===== src/rtl/ili9341_spi_stream.sv =====
// ili9341_spi_stream
//   SPI write engine for ILI9341-class panels. After reset it drives the panel
//   hardware-reset pulse and power-up wait, then serialises a valid/ready stream
//   of command/data words (8 or DATA_W bits, MSB first, SPI mode 0). Words
//   accepted in the last cycle of a transfer follow with no gap and CS held low.
//
//   Optional feature: define ILI9341_DELAY_CMD_EN to turn words with in_delay=1
//   into inline waits of in_data*DELAY_UNIT cycles (CS high). Without the macro
//   in_delay is ignored and no delay hardware exists.
//
// Ports
//   sysclk, rst          clock, asynchronous active-high reset
//   in_valid/in_ready    word handshake (transfer when both high)
//   in_data, in_dc       word (MSB first; narrow words use [7:0]) and its D/C level
//   in_wide, in_delay    1: send DATA_W bits / 1: word is a delay request
//   tft_rst, tft_cs      panel reset and chip select, both active low
//   tft_dc, tft_clk      panel D/C, SPI clock (idle low)
//   tft_din              SPI MOSI
//   init_done            sticky high once the reset sequence has finished
//   busy                 high whenever the engine is not idle
//
// state      | meaning
// RST_LOW    | tft_rst held low for RST_LOW_CYCLES
// RST_WAIT   | tft_rst high, waiting RST_WAIT_CYCLES before the first word
// IDLE       | CS high, ready for a word
// SHIFT      | clocking a word out; ready again in its last cycle
// DELAY      | inline delay request in progress (ILI9341_DELAY_CMD_EN only)
module ili9341_spi_stream #(
  parameter int CLK_DIV         = 1,
  parameter int DATA_W          = 16,
  parameter int RST_LOW_CYCLES  = 60,
  parameter int RST_WAIT_CYCLES = 720000,
  parameter int DELAY_UNIT      = 6000
) (
  input  logic              sysclk,
  input  logic              rst,
  input  logic              in_valid,
  output logic              in_ready,
  input  logic [DATA_W-1:0] in_data,
  input  logic              in_dc,
  input  logic              in_wide,
  input  logic              in_delay,
  output logic              tft_rst,
  output logic              tft_cs,
  output logic              tft_dc,
  output logic              tft_clk,
  output logic              tft_din,
  output logic              init_done,
  output logic              busy
);

  localparam int RST_MAX = (RST_LOW_CYCLES > RST_WAIT_CYCLES) ? RST_LOW_CYCLES : RST_WAIT_CYCLES;
  localparam int RST_W   = $clog2(RST_MAX + 1);
  localparam int DIV_W   = $clog2(CLK_DIV + 1);
  localparam int BIT_W   = $clog2(DATA_W + 1);
`ifdef ILI9341_DELAY_CMD_EN
  localparam int DLY_W   = DATA_W + $clog2(DELAY_UNIT + 1);
`endif

  typedef enum logic [2:0] {
    S_RST_LOW  = 3'd0,
    S_RST_WAIT = 3'd1,
    S_IDLE     = 3'd2,
    S_SHIFT    = 3'd3
`ifdef ILI9341_DELAY_CMD_EN
    , S_DELAY  = 3'd4
`endif
  } state_t;

  state_t            state, state_nx;
  logic [RST_W-1:0]  cnt, cnt_nx;
  logic [DIV_W-1:0]  div_cnt, div_nx;
  logic [BIT_W-1:0]  bit_cnt, bit_nx;
  logic [DATA_W-1:0] shreg, shreg_nx, ld_word;
  logic              rst_nx, cs_nx, dc_nx, clk_nx, din_nx, done_nx, ready_nx, busy_nx;
  logic              take, load;
`ifdef ILI9341_DELAY_CMD_EN
  logic [DLY_W-1:0]  dly, dly_nx;
`else
  logic              unused_delay;
  assign unused_delay = in_delay & (DELAY_UNIT >= 0);
`endif

  // Narrow words are left-aligned so the shifter always emits from its MSB.
  assign ld_word = in_wide ? in_data : (in_data << (DATA_W - 8));

  always_ff @(posedge sysclk or posedge rst) begin
    if (rst) begin
      state     <= S_RST_LOW;
      cnt       <= '0;
      div_cnt   <= '0;
      bit_cnt   <= '0;
      shreg     <= '0;
      tft_rst   <= 1'b0;
      tft_cs    <= 1'b1;
      tft_dc    <= 1'b0;
      tft_clk   <= 1'b0;
      tft_din   <= 1'b0;
      init_done <= 1'b0;
      in_ready  <= 1'b0;
      busy      <= 1'b1;
`ifdef ILI9341_DELAY_CMD_EN
      dly       <= '0;
`endif
    end else begin
      state     <= state_nx;
      cnt       <= cnt_nx;
      div_cnt   <= div_nx;
      bit_cnt   <= bit_nx;
      shreg     <= shreg_nx;
      tft_rst   <= rst_nx;
      tft_cs    <= cs_nx;
      tft_dc    <= dc_nx;
      tft_clk   <= clk_nx;
      tft_din   <= din_nx;
      init_done <= done_nx;
      in_ready  <= ready_nx;
      busy      <= busy_nx;
`ifdef ILI9341_DELAY_CMD_EN
      dly       <= dly_nx;
`endif
    end
  end

  always_comb begin
    state_nx = state;
    cnt_nx   = cnt;
    div_nx   = div_cnt;
    bit_nx   = bit_cnt;
    shreg_nx = shreg;
    rst_nx   = tft_rst;
    cs_nx    = tft_cs;
    dc_nx    = tft_dc;
    clk_nx   = tft_clk;
    din_nx   = tft_din;
    done_nx  = init_done;
`ifdef ILI9341_DELAY_CMD_EN
    dly_nx   = dly;
`endif
    take     = in_valid & in_ready;
    load     = 1'b0;

    case (state)
      S_RST_LOW: begin
        if (cnt == RST_W'(RST_LOW_CYCLES - 1)) begin
          cnt_nx   = '0;
          rst_nx   = 1'b1;
          state_nx = S_RST_WAIT;
        end else begin
          cnt_nx = cnt + RST_W'(1);
        end
      end
      S_RST_WAIT: begin
        if (cnt == RST_W'(RST_WAIT_CYCLES - 1)) begin
          cnt_nx   = '0;
          done_nx  = 1'b1;
          state_nx = S_IDLE;
        end else begin
          cnt_nx = cnt + RST_W'(1);
        end
      end
      S_IDLE: begin
        cs_nx  = 1'b1;
        clk_nx = 1'b0;
        load   = take;
      end
      S_SHIFT: begin
        if (div_cnt != '0) begin
          div_nx = div_cnt - DIV_W'(1);
        end else begin
          div_nx = DIV_W'(CLK_DIV - 1);
          if (!tft_clk) begin
            clk_nx = 1'b1;
          end else if (bit_cnt == BIT_W'(1)) begin
            // Falling edge after the last bit: chain the next word or release CS.
            if (take) begin
              load = 1'b1;
            end else begin
              cs_nx    = 1'b1;
              clk_nx   = 1'b0;
              state_nx = S_IDLE;
            end
          end else begin
            clk_nx   = 1'b0;
            shreg_nx = shreg << 1;
            din_nx   = shreg[DATA_W-2];
            bit_nx   = bit_cnt - BIT_W'(1);
          end
        end
      end
`ifdef ILI9341_DELAY_CMD_EN
      S_DELAY: begin
        if (dly <= DLY_W'(1)) state_nx = S_IDLE;
        else                  dly_nx   = dly - DLY_W'(1);
      end
`endif
      default: state_nx = S_RST_LOW;
    endcase

    if (load) begin
`ifdef ILI9341_DELAY_CMD_EN
      if (in_delay) begin
        state_nx = S_DELAY;
        cs_nx    = 1'b1;
        clk_nx   = 1'b0;
        dly_nx   = DLY_W'(in_data) * DLY_W'(DELAY_UNIT);
      end else
`endif
      begin
        state_nx = S_SHIFT;
        shreg_nx = ld_word;
        din_nx   = ld_word[DATA_W-1];
        dc_nx    = in_dc;
        cs_nx    = 1'b0;
        clk_nx   = 1'b0;
        div_nx   = DIV_W'(CLK_DIV - 1);
        bit_nx   = in_wide ? BIT_W'(DATA_W) : BIT_W'(8);
      end
    end

    // Ready is registered, so it is raised one cycle ahead of the cycle that accepts.
    ready_nx = (state_nx == S_IDLE) ||
               ((state_nx == S_SHIFT) && clk_nx && (bit_nx == BIT_W'(1)) && (div_nx == '0));
    busy_nx  = (state_nx != S_IDLE);
  end

endmodule

===== config.mk =====
export PLATFORM = sky130hd
export DESIGN_NAME = ili9341_spi_stream
export DESIGN_NICKNAME = d
export VERILOG_FILES = /design/src/rtl/ili9341_spi_stream.sv
export SDC_FILE = /design/constraint.sdc
export NUM_CORES = 1
export LEC_CHECK = 0
export CAP_MARGIN = 20
export CORE_UTILIZATION = 45
export DETAILED_ROUTE_END_ITERATION = 12
export PLACE_DENSITY = 0.72
export SLEW_MARGIN = 5
export SYNTH_ARGS = -nofsm -noshare
export SYNTH_HDL_FRONTEND = slang
export SYNTH_SLANG_ARGS = --single-unit

===== constraint.sdc =====
create_clock -name sysclk -period 4.5 [get_ports sysclk]
set_clock_uncertainty 0.1 [all_clocks]
set_input_delay 0.9 -clock sysclk [delete_from_list [all_inputs] [get_ports sysclk]]
set_output_delay 0.9 -clock sysclk [all_outputs]
set_load 0.02 [all_outputs]

---- After elaboration in Yosys (flattened, before gate mapping) ----
Cells that the tools add are included.
cells by class
  add/subtract/negate cells ............... 3
  eq/ne operators ......................... 16
  mux-type cells .......................... 46
  bitwise operators ....................... 2
  reductions and logical operators ........ 13
operators by type and width
  operator                                                             number
  15-bit 2-to-1 mux                                                    5
  20-bit 2-to-1 mux                                                    2
  20-bit case mux with 2 select lines                                  1
  5-bit 2-to-1 mux                                                     6
  3-bit 2-to-1 mux                                                     7
  20-bit by 1-bit adder with 20-bit output (second input constant)     1
  20-bit == test (second input constant)                               1
  20-bit by 6-bit == test with 1-bit output (second input constant)    1
  1-bit 2-to-1 mux                                                     20
  16-bit 2-to-1 mux                                                    1
  3-bit by 2-bit == test with 1-bit output (second input constant)     4
  3-bit != test (second input constant)                                4
  3-bit case mux with 4 select lines                                   1
  5-bit by 1-bit == test with 1-bit output (second input constant)     2
  1-bit case mux with 2 select lines                                   3
  2-bit nonzero test                                                   3
  5-bit AND reduction                                                  1
  5-bit by 1-bit subtractor with 5-bit output (second input constant)  1
  2-bit AND reduction                                                  2
  4-bit AND reduction                                                  1
  3-bit by 1-bit == test with 1-bit output (second input constant)     1
  1-bit logical AND                                                    3
  3-bit zero test                                                      1
  3-bit by 2-bit != test with 1-bit output (second input constant)     1
  7 further kinds                                                      7
word-level totals
  flip-flop bits (word level) ............. 52
  input bits .............................. 22
  output and inout bits ................... 8
  word-level logic and storage cells ...... 93

---- Depth between registers and ports, before layout ----
Gate-level depths: netlist of the first run.
  depth after elaboration ................. 12
  depth in mapped cells ................... 9

---- Worst setup path after synthesis of the first run ----
No wires, ideal clock.
  path kind ............................... input -> register
  start point ............................. input port in_valid
  end point ............................... register tft_dc
  data arrival time ....................... 1.914 ns
  required time ........................... 4.273 ns
  slack ................................... 2.358 ns
  stages .................................. 6
  path buffers ............................ 2
  cells stage by stage .................... nand2_1 or3_1 clkbuf_1 nand2_1 buf_4 mux2_1
on the way
  longest elaborated chain between the ends .. 6
RTL lines
  item                                  line  text
  from (decl)                           37    input logic in_valid,
  1-bit AND *                           140   take = in_valid & in_ready;
  1-bit 2-to-1 mux                      176   if (take) begin
  1-bit 2-to-1 mux                      174   end else if (bit_cnt == BIT_W'(1)) begin
  1-bit 2-to-1 mux                      172   if (!tft_clk) begin
  1-bit 2-to-1 mux                      168   if (div_cnt != '0) begin
  1-bit case mux with 2 select lines *  143   case (state)
  to (signal assigned)                  113   tft_dc <= dc_nx;
  to (decl)                             45    output logic tft_dc,
Every way passes the cells marked *; elsewhere a longest branch is shown, timed or not.
A chain may end at the register's enable or synchronous reset.

---- Worst setup path after layout of the first run ----
  start point ............................. register bit_cnt[1]
  end point ............................... register in_ready
on the way
  longest elaborated chain between the ends .. 11
RTL lines
  item                                                                                                  line  text
  from (decl)                                                                                           73    logic [BIT_W-1:0] bit_cnt, bit_nx;
  from (signal assigned)                                                                                109   bit_cnt <= bit_nx;
  parallel branches: the longest is 10 deep, another holds 5-bit by 1-bit subtractor with 5-bit output  -
  1-bit logical OR *                                                                                    222   ready_nx = (state_nx == S_IDLE) ||
  net ready_nx                                                                                          75    logic rst_nx, cs_nx, dc_nx, clk_nx, din_nx, done_nx, ready_nx, busy_nx;
  to (signal assigned)                                                                                  117   in_ready <= ready_nx;
  to (decl)                                                                                             38    output logic in_ready,
Mark *: on every way through the listed nets, which the timed path passes.

==> results.yml, run 1 <==
yosys:
  ys_ff_latch: 52
  async_flop_share_pct: 100
  avgSynthCellArea_um2: 9.87
  syn_area_um2: 2770
  yosys_warnings: 0
  syn_nets: 306
  synth_flop_cell: "dfrtp_1"
  synth-edff-count: 0
  ys_seq_area_share_pct: 47.0
  ys_types: 54
  synthCells: 281
grt:
  overflow: 0
  antenna_found_initial: 0
  grt_usage_pct: 18.8
  grt_pass1_wl_mm: 9.40
  grt_max_degree: 53
  grt_pass1_vias: 2081
cts:
  post_cts_buffers: 0
  cts_root_buf: "clkbuf_8"
  cts_buffer_depth: 2
  holdBufCountCts: 0
  clock_sinks: 52
  htree_levels: 2
  cts_made_buffers: 5
  insertion_delay_ns: 0.31
  clk_pin_slew_worst_paths_ns: 0.10
  cts_tree: "yes"
  post_cts_resized: 0
sta:
  fin_crit_ns: 2.60
  rsz0062_at_grt: "no"
  fin_crit_sh_pct: 57.8
  fmax_ghz: 0.385
  timing.setup.tns_ns: 0
  tightestPinTransition_ns: 0.804
  setup-violations-final: 0
  hold_viol_final: 0
  slew_violations: 0
  slew_headroom_pct: 46.3
placement:
  io_buffers: 28
  post-place-cells: 375
  placed_area_um2: 3100
  gp_congestion: 0.854
  hpwl_mm: 3.84
pwr:
  pwr-share-clk_pct: 33.4
  intPower_uw: 717
  sw_frac_of_total_pct: 26.2
  power_frac_seq_pct: 54.0
  p_sw_uw: 254
  p_leak_nw: 1.40
  powerDensity_nw_per_um2: 301
  combPwrFrac_pct: 12.6
  peakVddDrop_v: 0.000146
die:
  die_width_um: 80.5
  die_area_um2: 6480
  start_util_pct: 46.8
  core_area_um2: 5920
  die_y_um: 80.5
  rows: 28
  ioPinCount: 30
setup_path:
  required_ns: 4.65
  startpoint_type: "flop"
  cp_max_fo: 25
  arrival_ns: 2.75
  path_class: "flop to flop"
  critPathCaptureType: "flop"
  cp_slowest_cell: "nor4b_4"
  cp_slowest_stage_delay_ns: 0.49
  path_cells: "inv_1 -> ha_1 -> nor4b_4 -> nor3_2 -> buf_4 -> or3_1 -> a211oi_1 -> a32o_1"
finish:
  stdcell_area_um2: 3230
  instances_no_fill: 384
  syn_to_final_growth_pct: 16.5
  antenna_cells: 0
  final_common_cell: "dfrtp_1"
  layout_common_cells: "dfrtp_1 (50), clkdlybuf4s50_1 (28), nor2_1 (26)"
  final_util_pct: 54.6
  nets: 333
  drive_above_1_share_pct: 7.44
hold_path:
  hold_class: "flop to flop"
detailed_routing:
  first_iter_violations: 103
  via_count: 2144
  via_per_inst: 5.58
  remaining_drc_errors: 0
  routed_wirelength_mm: 5.59
  ant_nets: 0
  avgRoutedWirePerCell_um: 14.6
  dr.pass1.iters: 4
status:
  status: "finished clean"
job:
  max-cap-violations: 0
## worst max-delay path, delay by kind of cell, from the launching register on
kind                       cells  cell delay [ns]
AOI/OAI and AO/OA              2             0.61
DFF                            1             0.42
buffers and inverters          2             0.33
adders and majority gates      1             0.18
and+or+nand+nor                3             0.90
## synth_stat cells, types with 2 or more instances
cell type / instances / area (um2)
mux2i_1: 16 / 160
a211oi_1: 9 / 67.6
buf_2: 5 / 25.0
a21o_1: 2 / 15.0
nor3_1: 10 / 50.1
nand4_1: 8 / 50.1
dfrtp_1: 50 / 1250
xor2_1: 9 / 78.8
nand3_1: 14 / 70.1
o21ai_0: 6 / 30.0
ha_1: 3 / 37.5
xnor2_1: 10 / 87.6
or3_1: 2 / 12.5
clkbuf_1: 4 / 15.0
or4_1: 2 / 15.0
nand2_1: 20 / 75.1
nor4_1: 8 / 50.1
nand2b_1: 3 / 18.8
o21ai_1: 9 / 45.0
and3_1: 3 / 18.8
nor3b_1: 2 / 15.0
a21oi_1: 10 / 50.1
buf_4: 2 / 15.0
inv_1: 8 / 30.0
nor2_1: 26 / 97.6
and4_1: 2 / 17.5
nor2b_1: 9 / 56.3
dfstp_2: 2 / 52.6
and2_1: 2 / 12.5
## per-layer routing
| metal | vias up | global-route usage (%) | routed length [um] |
|---|---|---|---|
| li1 | 1064 | - | - |
| met1 | 1022 | 24.4 | 2610 |
| met2 | 50 | 31.0 | 2620 |
| met3 | 8 | 4.43 | 290 |
| met4 | 0 | 5.18 | 68 |
| met5 | - | 0 | 0 |
## metrics by stage
stage	hold WS (ns)	power [mW]	setup slack, ns
after global placement	0.351	0.650	1.64
after CTS	0.373	0.976	1.92
after detailed placement	0.351	0.655	1.63
final	0.373	0.971	1.90
after global routing	0.389	1.02	1.75
after floorplan	0.366	0.610	2.25
## flip-flops by register name, summed over array words and instances, names as in the netlist
name and flops:
cnt 20, busy 1, tft_dc 1, shreg 15, in_ready 1, tft_rst 1
bit_cnt 5, div_cnt 1, tft_din 1, state 3, tft_clk 1, init_done 1
tft_cs 1
## power by group through the flow
stage / clock (mW) / sequential (mW) / combinational, mW
floorplan: 0 / 0.523 / 0.0868
global placement: 0 / 0.532 / 0.118
detailed placement: 0 / 0.533 / 0.121
CTS: 0.330 / 0.524 / 0.121
global route: 0.348 / 0.531 / 0.138
finish: 0.324 / 0.525 / 0.122
## kinds of logic (layout without fill, tap and decap cells)
kind of cell | count (synthesis) | in the layout | share of synthesized area, %
AO/OA/AOI/OAI | 47 | 47 | 11.2
adder cells (fa/ha/maj) | 3 | 3 | 1.35
multiplexers | 18 | 18 | 6.59
buffers and inverters | 20 | 48 | 3.47
other | 1 | 1 | 0.135
AND/OR/NAND/NOR | 121 | 121 | 24.2
XOR/XNOR | 19 | 19 | 6.00
flip-flops | 52 | 52 | 47.0
## path summary, 6_finish.rpt
check	cells after the start	end	slack, ns	startpoint
worst max register to register	8	in_ready	1.90	bit_cnt[1]
worst min-delay path	1	init_done	0.37	init_done
worst max-delay path	8	in_ready	1.90	bit_cnt[1]
min in group asynchronous	2	shreg[5]	0.72	rst
max in group asynchronous	3	busy	3.04	rst
worst min register to register	1	init_done	0.37	init_done
## cell type report
| class | instances | area (um2) |
|---|---|---|
| Multi-Input combinational cell | 209 | 1370 |
| Sequential cell | 52 | 1300 |
| Fill cell | 528 | 2690 |
| Timing Repair Buffer | 32 | 323 |
| Inverter | 8 | 30.0 |
| Clock inverter | 2 | 35.0 |
| Clock buffer | 6 | 72.6 |
| Tap cell | 75 | 93.8 |
(Power assumes the default switching activity.)
==> run 2, diff against run 1 <==
clock period = 2.52 ns   (was 4.5 ns; I/O delays follow)
==> results.yml, run 2 (synthesized netlist as in run 1, its figures left out) <==
sta:
  fin_crit_ns: 2.26
  setup-violations-final: 0
  hold_viol_final: 0
  timing.setup.tns_ns: 0
  slew_violations: 0
  slew_headroom_pct: 49.4
  hold_ws_ns: 0.373
  fin_crit_sh_pct: 89.6
  fmax_ghz: 0.443
  tightestPinTransition_ns: 0.751
  rsz0062_at_grt: "no"
finish:
  multi_input_area_um2: 1380
  seqCellArea_um2: 1300
  antenna_cells: 0
  largest_reg_flops: 20
  largest_registers: "cnt x20, shreg x15, bit_cnt x5"
  nets: 340
  largest_register: "cnt"
  final_common_cell: "dfrtp_1"
  layout_common_cells: "dfrtp_1 (50), clkdlybuf4s50_1 (28), nor2_1 (26)"
  syn_to_final_growth_pct: 18.1
  n_fill_cell: 529
  drive_above_1_share_pct: 10.1
setup_path:
  critPathCaptureType: "flop"
  arrival_ns: 2.41
  required_ns: 2.67
  path_class: "flop to flop"
  cp_max_fo: 7
  startpoint_type: "flop"
cts:
  cts_buffer_depth: 2
  cts_tree: "yes"
  clk_pin_slew_worst_paths_ns: 0.10
  cts_root_buf: "clkbuf_8"
  htree_levels: 2
  clock_sinks: 52
  post_cts_buffers: 0
  cts_made_buffers: 5
  insertion_delay_ns: 0.31
die:
  rows: 28
  ioPinCount: 30
  core_area_um2: 5920
  start_util_pct: 46.8
  die_area_um2: 6480
  die_y_um: 80.5
  die_width_um: 80.5
grt:
  antenna_found_initial: 0
  grt_usage_pct: 20.1
  grt_max_degree: 28
  grt_pass1_vias: 2097
  grt_pass1_wl_mm: 9.92
  overflow: 0
detailed_routing:
  avgRoutedWirePerCell_um: 15.1
  via_count: 2187
  ant_nets: 0
  remaining_drc_errors: 0
  via_per_inst: 5.59
  routed_wirelength_mm: 5.89
  first_iter_violations: 141
  dr.pass1.iters: 4
hold_path:
  hold_class: "input port to async pin"
placement:
  hpwl_mm: 4.19
  gp_congestion: 0.869
  io_buffers: 28
pwr:
  power_frac_seq_pct: 56.0
  intPower_mw: 1.21
  sw_frac_of_total_pct: 27.6
  p_leak_nw: 1.42
  powerDensity_nw_per_um2: 511
  combPwrFrac_pct: 13.5
  p_sw_uw: 461
  peakVddDrop_v: 0.000255
  pwr-share-clk_pct: 30.5
job:
  max-cap-violations: 0
status:
  status: "finished clean"
[run 2: metrics by stage]
step / worst slack, ns / area [um2] / instances / util, % / total power [mW]
floorplan: 0.468 / 2770 / 281 / - / 1.09
global placement: 0.0741 / 3180 / 383 / 53.6 / 1.17
detailed placement: 0.0558 / 3180 / 383 / 53.6 / 1.18
CTS: 0.179 / 3270 / 391 / 55.3 / 1.69
global route: 0.110 / 3280 / 391 / 55.3 / 1.76
finish: 0.263 / 3280 / 391 / 55.3 / 1.67
[run 2: per-layer routing]
layer	routed length, um	global-route usage, %	vias to the layer above
met4	112	7.14	0
met3	248	3.52	11
met1	2790	26.3	1046
li1	-	-	1080
met5	0	0	-
met2	2740	33.3	50
[run 2: worst paths after layout]
kind / from / end / slack (ns) / cells after the start
max: bit_cnt[0] / in_ready / 0.26 / 6
min: rst / shreg[4] / 0.37 / 2
max reg2reg: bit_cnt[0] / in_ready / 0.26 / 6
min reg2reg: tft_rst / tft_rst / 0.37 / 1
max in group asynchronous: rst / tft_cs / 1.36 / 3
min in group sysclk: tft_rst / tft_rst / 0.37 / 1
[run 2: critical path, stage by stage, from the launching register on]
cell and delay (ns):
dfrtp_1 0.48, ha_1 0.22, nor4b_4 0.40, nor3_2 0.09, or3_1 0.31, a211oi_1 0.37
a32o_1 0.22
[run 2: final cells by class]
| cell class | count | area share (%) |
|---|---|---|
| clock buffer | 6 | 2.52 |
| clock inverter | 2 | 0.458 |
| inverter | 8 | 0.917 |
| multi-input combinational | 209 | 42.0 |
| sequential | 52 | 39.8 |
| tap | 75 | 2.86 |
| timing repair buffer | 39 | 11.5 |
[run 2: power groups by stage]
stage / registers (mW) / logic [mW] / clock network, mW
6_report: 0.937 / 0.226 / 0.510
2_1_floorplan: 0.934 / 0.155 / 0
5_1_grt: 0.946 / 0.252 / 0.559
4_1_cts: 0.936 / 0.228 / 0.524
3_3_place_gp: 0.950 / 0.219 / 0
3_5_place_dp: 0.950 / 0.226 / 0
[run 2: repair_timing]
| item | 4_1_cts | 5_1_grt |
|---|---|---|
| endpoints found under the hold margin | 0 | 0 |
| setup endpoints to repair | 0 | 3 |
| resized for setup | 0 | 1 |
| hold buffers | 0 | 0 |
==> run 3, diff against run 2 <==
CORE_MARGIN = 8   (was default)
CORE_UTILIZATION = 40   (was 45)
PLACE_DENSITY = 0.66   (was 0.72)
==> results.yml, run 3 (synthesized netlist as in run 1, its figures left out) <==
sta:
  rsz0062_at_grt: "no"
  tightestPinTransition_ns: 0.645
  hold_viol_final: 0
  fmax_ghz: 0.440
  fin_crit_sh_pct: 90.2
  timing.setup.tns_ns: 0
  fin_crit_ns: 2.27
  setup-violations-final: 0
  slew_violations: 0
  hold_ws_ns: 0.370
  slew_headroom_pct: 56.5
placement:
  gp_congestion: 0.834
  placed_area_um2: 3200
  post-place-cells: 390
  io_buffers: 28
  hpwl_mm: 4.42
detailed_routing:
  ant_nets: 0
  via_per_inst: 5.46
  routed_wirelength_mm: 5.92
  dr.pass1.iters: 4
  first_iter_violations: 88
  remaining_drc_errors: 0
  via_count: 2174
  avgRoutedWirePerCell_um: 14.9
cts:
  insertion_delay_ns: 0.30
  cts_buffer_depth: 2
  cts_root_buf: "clkbuf_8"
  clk_pin_slew_worst_paths_ns: 0.09
  htree_levels: 2
  clock_sinks: 52
  cts_made_buffers: 5
  post_cts_buffers: 0
  cts_tree: "yes"
pwr:
  pwr-share-clk_pct: 29.6
  p_leak_nw: 1.43
  power_mw: 1.65
  combPwrFrac_pct: 13.5
  peakVddDrop_v: 0.000269
  powerDensity_nw_per_um2: 502
  intPower_mw: 1.21
  sw_frac_of_total_pct: 26.7
  p_sw_uw: 441
  power_frac_seq_pct: 56.9
grt:
  antenna_found_initial: 0
  grt_pass1_wl_mm: 10.1
  grt_pass1_vias: 2084
  overflow: 0
  grt_max_degree: 25
  grt_usage_pct: 12.3
status:
  status: "finished clean"
hold_path:
  hold_class: "flop to flop"
  min_from: "tft_rst"
setup_path:
  path_class: "flop to flop"
  startpoint: "bit_cnt[0]"
  startpoint_type: "flop"
  required_ns: 2.64
  critPathCaptureType: "flop"
  cp_max_fo: 12
  arrival_ns: 2.40
  r2r_start: "bit_cnt[0]"
die:
  die_area_um2: 9850
  die_y_um: 99.3
  ioPinCount: 30
  start_util_pct: 41.0
  core_area_um2: 6760
  die_width_um: 99.3
  rows: 30
finish:
  nets: 342
  antenna_cells: 0
  layout_common_cells: "dfrtp_1 (50), clkdlybuf4s50_1 (28), nor2_1 (26)"
  final_common_cell: "dfrtp_1"
  drive_above_1_share_pct: 10.4
  stdcell_area_um2: 3290
  largest_register: "cnt"
  largest_registers: "cnt x20, shreg x15, bit_cnt x5"
  n_fill_cell: 623
  largest_reg_flops: 20
  instances_no_fill: 398
  syn_to_final_growth_pct: 18.8
job:
  max-cap-violations: 0
run 3: cell count changes in the layout (fill, tap and decap cells not counted), sizes merged:
cell and change:
buf +2, clkinvlp -1, clkbuf +1
run 3: routing by layer:
| layer | up-vias | track usage [%] | part of all wire (%) | wire length (um) |
|---|---|---|---|---|
| met5 | - | 0 | 0 | 0 |
| met4 | 0 | 3.38 | 0.74 | 44 |
| met3 | 5 | 2.86 | 4.2 | 247 |
| met2 | 41 | 18.8 | 44 | 2590 |
| met1 | 1047 | 16.8 | 51 | 3040 |
| li1 | 1081 | - | - | - |
run 3: final timing paths:
| check | slack (ns) | to | depth (start not counted) |
|---|---|---|---|
| hold / removal | 0.37 | tft_rst | 1 |
| setup / recovery | 0.25 | shreg[12] | 7 |
| max in group asynchronous | 1.26 | busy | 3 |
| setup reg to reg | 0.25 | shreg[12] | 7 |
| min in group asynchronous | 0.44 | cnt[9] | 2 |
| hold reg to reg | 0.37 | tft_rst | 1 |
run 3: area by class of cell:
cell class / instances / area, um2 / share of cell area (%)
inverter: 8 / 30.0 / 0.912
clock inverter: 1 / 7.51 / 0.228
multi-input combinational: 209 / 1380 / 41.8
timing repair buffer: 41 / 390 / 11.9
clock buffer: 7 / 86.3 / 2.62
sequential: 52 / 1300 / 39.6
tap: 80 / 100 / 3.04
run 3: what timing repair did:
action / in CTS / in global routing
gates resized for setup: 0 / 1
endpoints found under the hold margin: 0 / 0
hold buffers: 0 / 0
setup endpoints to repair: 0 / 18
run 3: power by group through the flow:
| stage | Sequential, mW | Combinational, mW | Clock, mW |
|---|---|---|---|
| 5_1_grt | 0.948 | 0.257 | 0.538 |
| 4_1_cts | 0.938 | 0.227 | 0.508 |
| 3_3_place_gp | 0.952 | 0.218 | 0 |
| 3_5_place_dp | 0.954 | 0.224 | 0 |
| 6_report | 0.940 | 0.224 | 0.489 |
| 2_1_floorplan | 0.934 | 0.155 | 0 |
run 3: per-stage QoR:
step	util, %	setup WS, ns
final	48.7	0.246
after global routing	48.7	0.0263
after CTS	48.7	0.0743
after global placement	47.2	0.0325
after floorplan	-	0.468
after detailed placement	47.3	0.0741
run 3: worst max-delay path, cell delays in order (launching register included):
cell and delay, ns:
dfrtp_1 0.46, ha_1 0.23, nor4b_4 0.41, nand4_2 0.25, nand2_2 0.30, buf_4 0.24
a211oi_1 0.05, a21oi_1 0.15
==> edit (config.mk and constraints of run 1) <==
Change the parameter `DATA_W` from 16 to 32.
--- a/src/rtl/ili9341_spi_stream.sv
+++ b/src/rtl/ili9341_spi_stream.sv
@@ -28,5 +28,5 @@
 module ili9341_spi_stream #(
   parameter int CLK_DIV         = 1,
-  parameter int DATA_W          = 16,
+  parameter int DATA_W          = 32,
   parameter int RST_LOW_CYCLES  = 60,
   parameter int RST_WAIT_CYCLES = 720000,
Interface: changed (resized in_data); port bits go from 30 to 46. The function was not compared with the original's and may differ.
==> edit against run 1 <==
- total power grew 33%
- area after synthesis grew 28%
- sequential cell count grew 17
- clock power grew 59%
- wire length grew 33%
- critical path type unchanged
- sequential share of layout area grew 0.077 points
- final area grew 32%
- largest cell class is now registers
- worst setup slack lost 0.18 ns
==> edit: results (changes against run 1) <==
pre-CTS WS - 1.46 ns (-0.164 ns)
global-route usage over all layers - 19.8% (+1.0 points)
delay of the slowest critical-path stage - 0.83 ns (+0.34 ns)
H-tree depth - 3 (+1)
layout cell share with drive strength beyond 1 - 9.28% (+1.8 points)
status - complete, no violations
Synth Area in Adders - 1.06% (-0.30 points)
f_max - 0.359 GHz (-6.6%)
Finish-stage setup viols - 0 (unchanged)
NetSw - 295 uW (+16%)
FILL cells - 707 (+34%)
Synth area leaders - dfrtp_1 (47%), nand3_1 (13%), nand2_1 (5.6%), xnor2_1 (3.0%), mux2i_1 (2.8%)
vias per cell - 5.53 (-0.90%)
Synth Area in XOR/XNOR - 4.19% (-1.8 points)
DP HPWL - 4970 um (+29%)
DRT iter0 DRCs - 177 (+72%)
vias in the first global route - 2849 (+37%)
LEAKAGE - 1.88 nW (+34%)
CP max FO - 11 (-56%)
Unique masters post-synth - 48 (-11%)
CP max stage cell - a21oi_1
PortBufs - 44 (+57%)
CTS Buf Count - 9 (+4)
Largest regs - shreg: 31 flops, cnt: 20 flops, bit_cnt: 6 flops
Placed Area - 4070 sq um (+31%)
compound-gate portion of the synthesized area - 8.55% (-2.7 points)
syn nets - 426 (+39%)
Worst IR Drop VDD - 0.000188 V (+29%)
routability cong. - 0.854 (about the same)
CTS Root Cell - clkbuf_8
sequential element share of the synthesized area - 48.6% (+1.6 points)
mux cell area share after synthesis - 2.81% (-3.8 points)
total wire length - 7410 um (+33%)
Synth top cells by count - nand3_1 (89), dfrtp_1 (67), nand2_1 (53)
worst skew pair latency - 0.34 ns (+0.03 ns)
largest net degree at the start of global routing - 42 (-21%)
first-pass GRT wire length - 13100 um (+40%)
Slew headroom - 30.9% (-15 points)
Final nets - 468 (+41%)
-- edit: final timing paths --
check                       start    endpoint  slack, ns  cells past startpoint
max in group asynchronous     rst  bit_cnt[1]       2.65                      3
min in group asynchronous     rst   shreg[24]       0.87                      2
min                        tft_dc      tft_dc       0.38                      2
max                        cnt[0]     cnt[11]       1.72                      6
min reg2reg                tft_dc      tft_dc       0.38                      2
max reg2reg                cnt[0]     cnt[11]       1.72                      6
-- edit: layout make-up --
class	count	area (sq um)	share of cell area (%)
inverter	9	33.8	0.790
clock inverter	1	30.0	0.702
sequential	69	1730	40.4
timing repair buffer	53	508	11.9
multi-input combinational	285	1680	39.2
tap	102	128	2.98
clock buffer	14	173	4.04
-- edit: power by group through the flow --
| stage | logic (mW) | registers [mW] | clock network, mW |
|---|---|---|---|
| after floorplan | 0.0591 | 0.670 | 0 |
| after global placement | 0.107 | 0.675 | 0 |
| after detailed placement | 0.109 | 0.677 | 0 |
| after CTS | 0.110 | 0.665 | 0.531 |
| after global routing | 0.124 | 0.668 | 0.556 |
| final | 0.108 | 0.665 | 0.516 |
-- edit: critical path, delay by kind of cell (launching register included) --
family,cells,cell delay [ns]
flip-flops,1,0.39
AND/OR/NAND/NOR,4,1.04
AO/OA/AOI/OAI,1,0.83
adder cells (fa/ha/maj),1,0.28
-- edit: routing by layer --
metal | vias to the layer above | track usage (%) | share of wire (%)
met2 | 57 | 31.3 | 47
met5 | - | 0 | 0
met1 | 1434 | 26.7 | 48
met4 | 0 | 7.54 | 1.7
li1 | 1448 | - | -
met3 | 10 | 4.21 | 3.5
-- edit: metrics by stage --
step / utilization, % / std cells
after global placement: 53.0 / 518
after CTS: 55.6 / 533
after floorplan: - / 385
after global routing: 55.6 / 533
after detailed placement: 53.0 / 518
final: 55.6 / 533
